### config.mk
export PLATFORM = sky130hd
export DESIGN_NAME = cnt_share_arb
export DESIGN_NICKNAME = d
export VERILOG_FILES = /design/src/rtl/cnt_share_pkg.sv /design/src/rtl/rr_pick.sv /design/src/rtl/cnt_share_arb.sv
export SDC_FILE = /design/constraint.sdc
export NUM_CORES = 1
export LEC_CHECK = 0
export CAP_MARGIN = 0
export CORE_UTILIZATION = 28
export DETAILED_ROUTE_END_ITERATION = 16
export SYNTH_ARGS = -nofsm -noshare
export SYNTH_HDL_FRONTEND = slang
export SYNTH_SLANG_ARGS = --single-unit
### constraint.sdc
create_clock -name clk -period 3 [get_ports clk]
set_input_delay 0.6 -clock clk [delete_from_list [all_inputs] [get_ports clk]]
set_output_delay 0.6 -clock clk [all_outputs]
set_load 0.01 [all_outputs]
### src/rtl/cnt_share_pkg.sv
// Shared state encoding and default widths for the counter-sharing arbiter.
// Pure declarations: no latency and no backpressure.
package cnt_share_pkg;

    typedef enum logic [1:0] {
        ST_IDLE   = 2'd0,
        ST_DRIVE  = 2'd1,
        ST_SETTLE = 2'd2,
        ST_DONE   = 2'd3
    } state_t;

    localparam int NREQ_DEF = 4;
    localparam int CW_DEF   = 2;
    localparam int LENW_DEF = 4;

endpackage

### src/rtl/rr_pick.sv
// Combinational round-robin search: first set request at or after i_ptr, wrapping.
// Zero latency; no backpressure, the caller decides when to consume the pick.
module rr_pick #(
    parameter int NREQ = 4,
    parameter int IW   = 2
) (
    input  logic [NREQ-1:0] i_req,
    input  logic [IW-1:0]   i_ptr,
    output logic [NREQ-1:0] o_onehot,
    output logic [IW-1:0]   o_idx,
    output logic            o_vld
);

    int w_j;

    always_comb begin
        o_onehot = '0;
        o_idx    = '0;
        o_vld    = 1'b0;
        w_j      = 0;
        for (int i = 0; i < NREQ; i++) begin
            w_j = int'(i_ptr) + i;
            if (w_j >= NREQ) begin
                w_j = w_j - NREQ;
            end
            if (!o_vld && i_req[IW'(w_j)]) begin
                o_vld               = 1'b1;
                o_idx               = IW'(w_j);
                o_onehot[IW'(w_j)]  = 1'b1;
            end
        end
    end

endmodule

### src/rtl/cnt_share_arb.sv
// Round-robin owner of one shared counter: drives its increment line for len cycles, then reports count and consistency.
// Latency: request sampled at edge e -> done in the cycle after edge e+len+1; requesters wait on a level req until granted.
module cnt_share_arb
    import cnt_share_pkg::*;
#(
    parameter int NREQ = NREQ_DEF,
    parameter int CW   = CW_DEF,
    parameter int LENW = LENW_DEF
) (
    input  logic                 clk,
    input  logic                 rstn,
    input  logic [NREQ-1:0]      req,
    input  logic [NREQ*LENW-1:0] len,
    output logic [NREQ-1:0]      gnt,
    output logic [NREQ-1:0]      done,
    output logic [CW-1:0]        result,
    output logic                 err,
    output logic                 busy,
    output logic                 cnt_in,
    input  logic [CW-1:0]        cnt_count
);

    localparam int IW = $clog2(NREQ);

    state_t          r_state;
    state_t          w_state_nxt;
    logic [IW-1:0]   r_ptr;
    logic [IW-1:0]   r_idx;
    logic [LENW-1:0] r_len;
    logic [LENW-1:0] r_rem;
    logic [CW-1:0]   r_base;
    logic [NREQ-1:0] w_pick_oh;
    logic [IW-1:0]   w_pick_idx;
    logic            w_pick_vld;
    logic [LENW-1:0] w_pick_len;
    logic [CW-1:0]   w_exp;

    rr_pick #(
        .NREQ (NREQ),
        .IW   (IW)
    ) u_pick (
        .i_req    (req),
        .i_ptr    (r_ptr),
        .o_onehot (w_pick_oh),
        .o_idx    (w_pick_idx),
        .o_vld    (w_pick_vld)
    );

    assign w_pick_len = len[w_pick_idx*LENW +: LENW];
    // Truncating len first keeps the expected value modulo 2^CW.
    assign w_exp      = r_base + CW'(r_len);

    always_ff @(posedge clk or negedge rstn) begin
        if (!rstn) begin
            r_state <= ST_IDLE;
        end else begin
            r_state <= w_state_nxt;
        end
    end

    always_comb begin
        w_state_nxt = r_state;
        case (r_state)
            ST_IDLE: begin
                if (w_pick_vld) begin
                    w_state_nxt = (w_pick_len == '0) ? ST_SETTLE : ST_DRIVE;
                end
            end
            ST_DRIVE: begin
                if (r_rem == LENW'(1)) begin
                    w_state_nxt = ST_SETTLE;
                end
            end
            ST_SETTLE: w_state_nxt = ST_DONE;
            ST_DONE:   w_state_nxt = ST_IDLE;
            default:   w_state_nxt = ST_IDLE;
        endcase
    end

    // Status outputs follow the next state so they are registered yet aligned with it.
    always_ff @(posedge clk or negedge rstn) begin
        if (!rstn) begin
            r_ptr  <= '0;
            r_idx  <= '0;
            r_len  <= '0;
            r_rem  <= '0;
            r_base <= '0;
            gnt    <= '0;
            done   <= '0;
            result <= '0;
            err    <= 1'b0;
            busy   <= 1'b0;
            cnt_in <= 1'b0;
        end else begin
            done   <= '0;
            busy   <= (w_state_nxt != ST_IDLE);
            cnt_in <= (w_state_nxt == ST_DRIVE);
            case (r_state)
                ST_IDLE: begin
                    if (w_pick_vld) begin
                        r_idx  <= w_pick_idx;
                        r_len  <= w_pick_len;
                        r_rem  <= w_pick_len;
                        r_base <= cnt_count;
                        gnt    <= w_pick_oh;
                    end
                end
                ST_DRIVE: begin
                    r_rem <= r_rem - 1'b1;
                end
                ST_SETTLE: begin
                    result <= cnt_count;
                    err    <= (cnt_count != w_exp);
                    done   <= gnt;
                end
                ST_DONE: begin
                    gnt   <= '0;
                    r_ptr <= (r_idx == IW'(NREQ - 1)) ? '0 : r_idx + 1'b1;
                end
                default: ;
            endcase
        end
    end

endmodule
==> results.md, run 1 <==
- Min-delay worst type: flop to flop
- Crit path to: r_state[1]
- Longest Clk Path Bufs: 2
- Fillers: 594
- Pre-CTS setup slack: -0.285 ns
- Area grow syn2layout: 39.0%
- Least-Margin Pin Slew: 0.550 ns
- FF-to-FF setup slack: between 0.1 and 0.15 ns
- Routed wire length: just over 4000 µm
- IO Port Bufs: 36
- GP Congestion: 0.750
- Clock Skew: 0.00565 ns
- Initial antenna violation count: 0
- Fin. max-slew vios: 0
- Synth cell types: 42
- GRT overflow: 0
- Placed inst area: approximately 0.0024 mm²
- Critical path class: input port to flop
- Worst Reg-to-Reg Cells: 9
- Sink Count: 27
- Design Area, Final: approximately 0.0025 mm²
- FF-to-FF Start: r_ptr[0]
- Vias in the first global route: 1478
- Synth Flop Type: dfrtp_1
- Die area: 0.00665 mm²
- Startpoint of the worst hold path: result[0]
- Final antenna-violating net count: 0
- TritonCTS Buffers: 3
- Slew headroom: 63.3%
- Setup violators final: 0
- Largest net degree at the start of global routing: 28
- Static Leak: 1.09 nW
- Max cap viols: 0
- Beginning of the critical path: req[3]
- Die X: 81.5 µm
- Register area share after synthesis: a little under two fifths
- Share of layout cells above drive strength 1: between 10% and 20%
- Avg Cell Area, Syn: ~9.8 µm²
- DR vias/cell: 4.88
- Die H: 81.5 µm
- Cell count after synthesis: approximately 180
- Status: finished clean
- WP data arrival: 3.12 ns
- Number of diodes: 0
- Worst-Skew Late Latency: around 0.27 ns
- Final nets: 277
- Flops & latches, synth: 27
- Synthesized area: between 0.0015 and 0.002 mm²
- Worst-path maximum fanout: 5
- Placed Cells: a little over 300
- DP HPWL: 3150 µm
- H-tree depth: 1
- Final Non-Filler Cells: 315
- Drt pass-1 iters: 4
- Reg2reg end: r_state[1]
- FP Rows: 28
- CTS tree: built
- Tmin final: 2.93 ns
- F_max: about 340 MHz
- Final Cycle Share: 97.7%
- Global-route wire length before repair: 6800 µm
- Setup TNS: 0 ns
- Synth Warn #: 0
- Root Buffer: clkbuf_8
- Final Hold Violating Endpoints: 0
- DRT iter0 DRCs: 61
- Number of flops mapped to enable cells by yosys: 0
- Initial cell density of the core: between 20 and 30%
- DRC Markers: 0
- Syn_nets: 217
- Worst path required time: around 3.2 ns
- CP Capture Type: flop
- IO Pins: 37
- Avg WL per Cell: about 13 µm
- Maximum vdd drop: about 360 µV
- Gr usage total: about an eighth
- Via Count: 1537
- Post-synth ARST share: 100%
- Worst setup margin: 0.0702 ns
- CORE AREA: 0.00603 mm²
- Worst Setup Start Kind: input port
- Clk pin slew, worst setup/hold paths: 0.09 ns
- Pwr dens: about 950 mW/mm²
==> synth_stat cells, types with 2 or more instances <==
| cell type | number | area [µm²] |
|---|---|---|
| o211ai_1 | 4 | 30.0 |
| and2_1 | 4 | 25.0 |
| nand2_1 | 32 | 120 |
| mux4_1 | 4 | 105 |
| clkbuf_1 | 5 | 18.8 |
| nor2_1 | 11 | 41.3 |
| nand2b_1 | 4 | 25.0 |
| xnor2_1 | 7 | 61.3 |
| mux2i_1 | 3 | 30.0 |
| mux4_2 | 2 | 45.0 |
| a22oi_1 | 2 | 15.0 |
| mux2_2 | 2 | 22.5 |
| dfrtp_1 | 27 | 676 |
| ha_1 | 12 | 150 |
| o21ai_0 | 10 | 50.1 |
| nor4_1 | 2 | 12.5 |
| nor2b_1 | 3 | 18.8 |
| nand3_1 | 8 | 40.0 |
| buf_2 | 2 | 10.0 |
| a221oi_1 | 4 | 35.0 |
| a21oi_1 | 5 | 25.0 |
| a211oi_1 | 3 | 22.5 |
| inv_1 | 6 | 22.5 |
==> how the worst min path moves through the flow <==
| stage | cells past startpoint | end |
|---|---|---|
| 2_1_floorplan | 0 | busy |
| 3_3_place_gp | 2 | result[0] |
| 3_5_place_dp | 2 | result[0] |
| 4_1_cts | 2 | result[0] |
| 5_1_grt | 2 | result[0] |
| 6_report | 2 | result[0] |
==> critical path: stages <==
cell	delay (ns)
clkdlybuf4s50_1	0.46
or3b_4	0.39
a2111oi_4	0.30
a31o_2	0.17
o21bai_2	0.12
mux4_2	0.34
or4_4	0.56
o221ai_2	0.18
==> power breakdown <==
group / internal, mW / leakage [nW] / switching (mW) / total, mW
Sequential: 0.517 / 0.334 / 0.114 / 0.631
Combinational: 0.760 / 0.729 / 0.751 / 1.51
Clock: 0.0951 / 0.0228 / 0.108 / 0.203
==> metrics by stage <==
step | util (%) | hold slack (ns) | power (mW)
after detailed placement | 39.6 | 0.463 | 2.12
after global placement | 39.6 | 0.458 | 2.09
after floorplan | - | 0.304 | 1.65
after CTS | 40.3 | 0.486 | 2.33
after global routing | 40.9 | 0.515 | 2.57
final | 40.9 | 0.476 | 2.35
==> placed cells by master, fill, tap and decap left out, drive strengths merged, types with 6 or more instances in the layout <==
master,count
mux4,6
dfrtp,27
nor2,11
ha,12
o21ai,10
xnor2,7
buf,27
clkdlybuf4s50,34
nand3,8
inv,6
nand2,32
==> routing by layer <==
metal	track usage (%)	wire (µm)	up-vias
met1	17.3	1960	731
li1	-	-	775
met3	1.33	99	5
met4	3.21	38	0
met2	22.8	1950	26
met5	0	0	-
==> cells by family (layout without fill, tap and decap cells) <==
kind of cell | after synthesis | after routing | share of synthesized area, %
AO/OA/AOI/OAI | 40 | 40 | 16.7
XOR/XNOR | 7 | 7 | 3.46
adder cells (fa/ha/maj) | 12 | 12 | 8.47
buffers and inverters | 14 | 73 | 3.53
flip-flops | 27 | 27 | 38.1
multiplexers | 11 | 11 | 11.4
AND/OR/NAND/NOR | 70 | 70 | 18.3
==> cell type report <==
type	count	area [µm²]	area share, %
clock buffers	4	45.0	1.83
inverters	6	22.5	0.915
multi-input cells	140	1060	42.9
flip-flops and latches	27	676	27.4
well taps	75	93.8	3.81
repair buffers	63	568	23.1
==> sequential cells by signal (all words and copies together) (netlist names), 2 cells and up <==
| name | count |
|---|---|
| r_len | 2 |
| r_rem | 4 |
| result | 2 |
| r_base | 2 |
| r_state | 2 |
| gnt | 4 |
| done | 4 |
| r_idx | 2 |
| r_ptr | 2 |
==> repair_timing <==
| item | CTS | global route |
|---|---|---|
| setup buffers | 0 | 1 |
| resized for setup | 0 | 5 |
| gates cloned | 0 | 0 |
| pin swaps | 1 | 0 |
| setup endpoints to repair | 1 | 4 |
| hold buffers | 0 | 0 |
Note: power is estimated with default switching activity, not from simulation.
==> run 2: changes to the inputs <==
--- a/config.mk
+++ b/config.mk
@@ -8,6 +8,7 @@
 export CAP_MARGIN = 0
 export CORE_UTILIZATION = 28
 export DETAILED_ROUTE_END_ITERATION = 16
+export SLEW_MARGIN = 40
 export SYNTH_ARGS = -nofsm -noshare
 export SYNTH_HDL_FRONTEND = slang
 export SYNTH_SLANG_ARGS = --single-unit
==> results of run 2 <==
No change in the layout: final DEF, timing and power equal those of run 1.
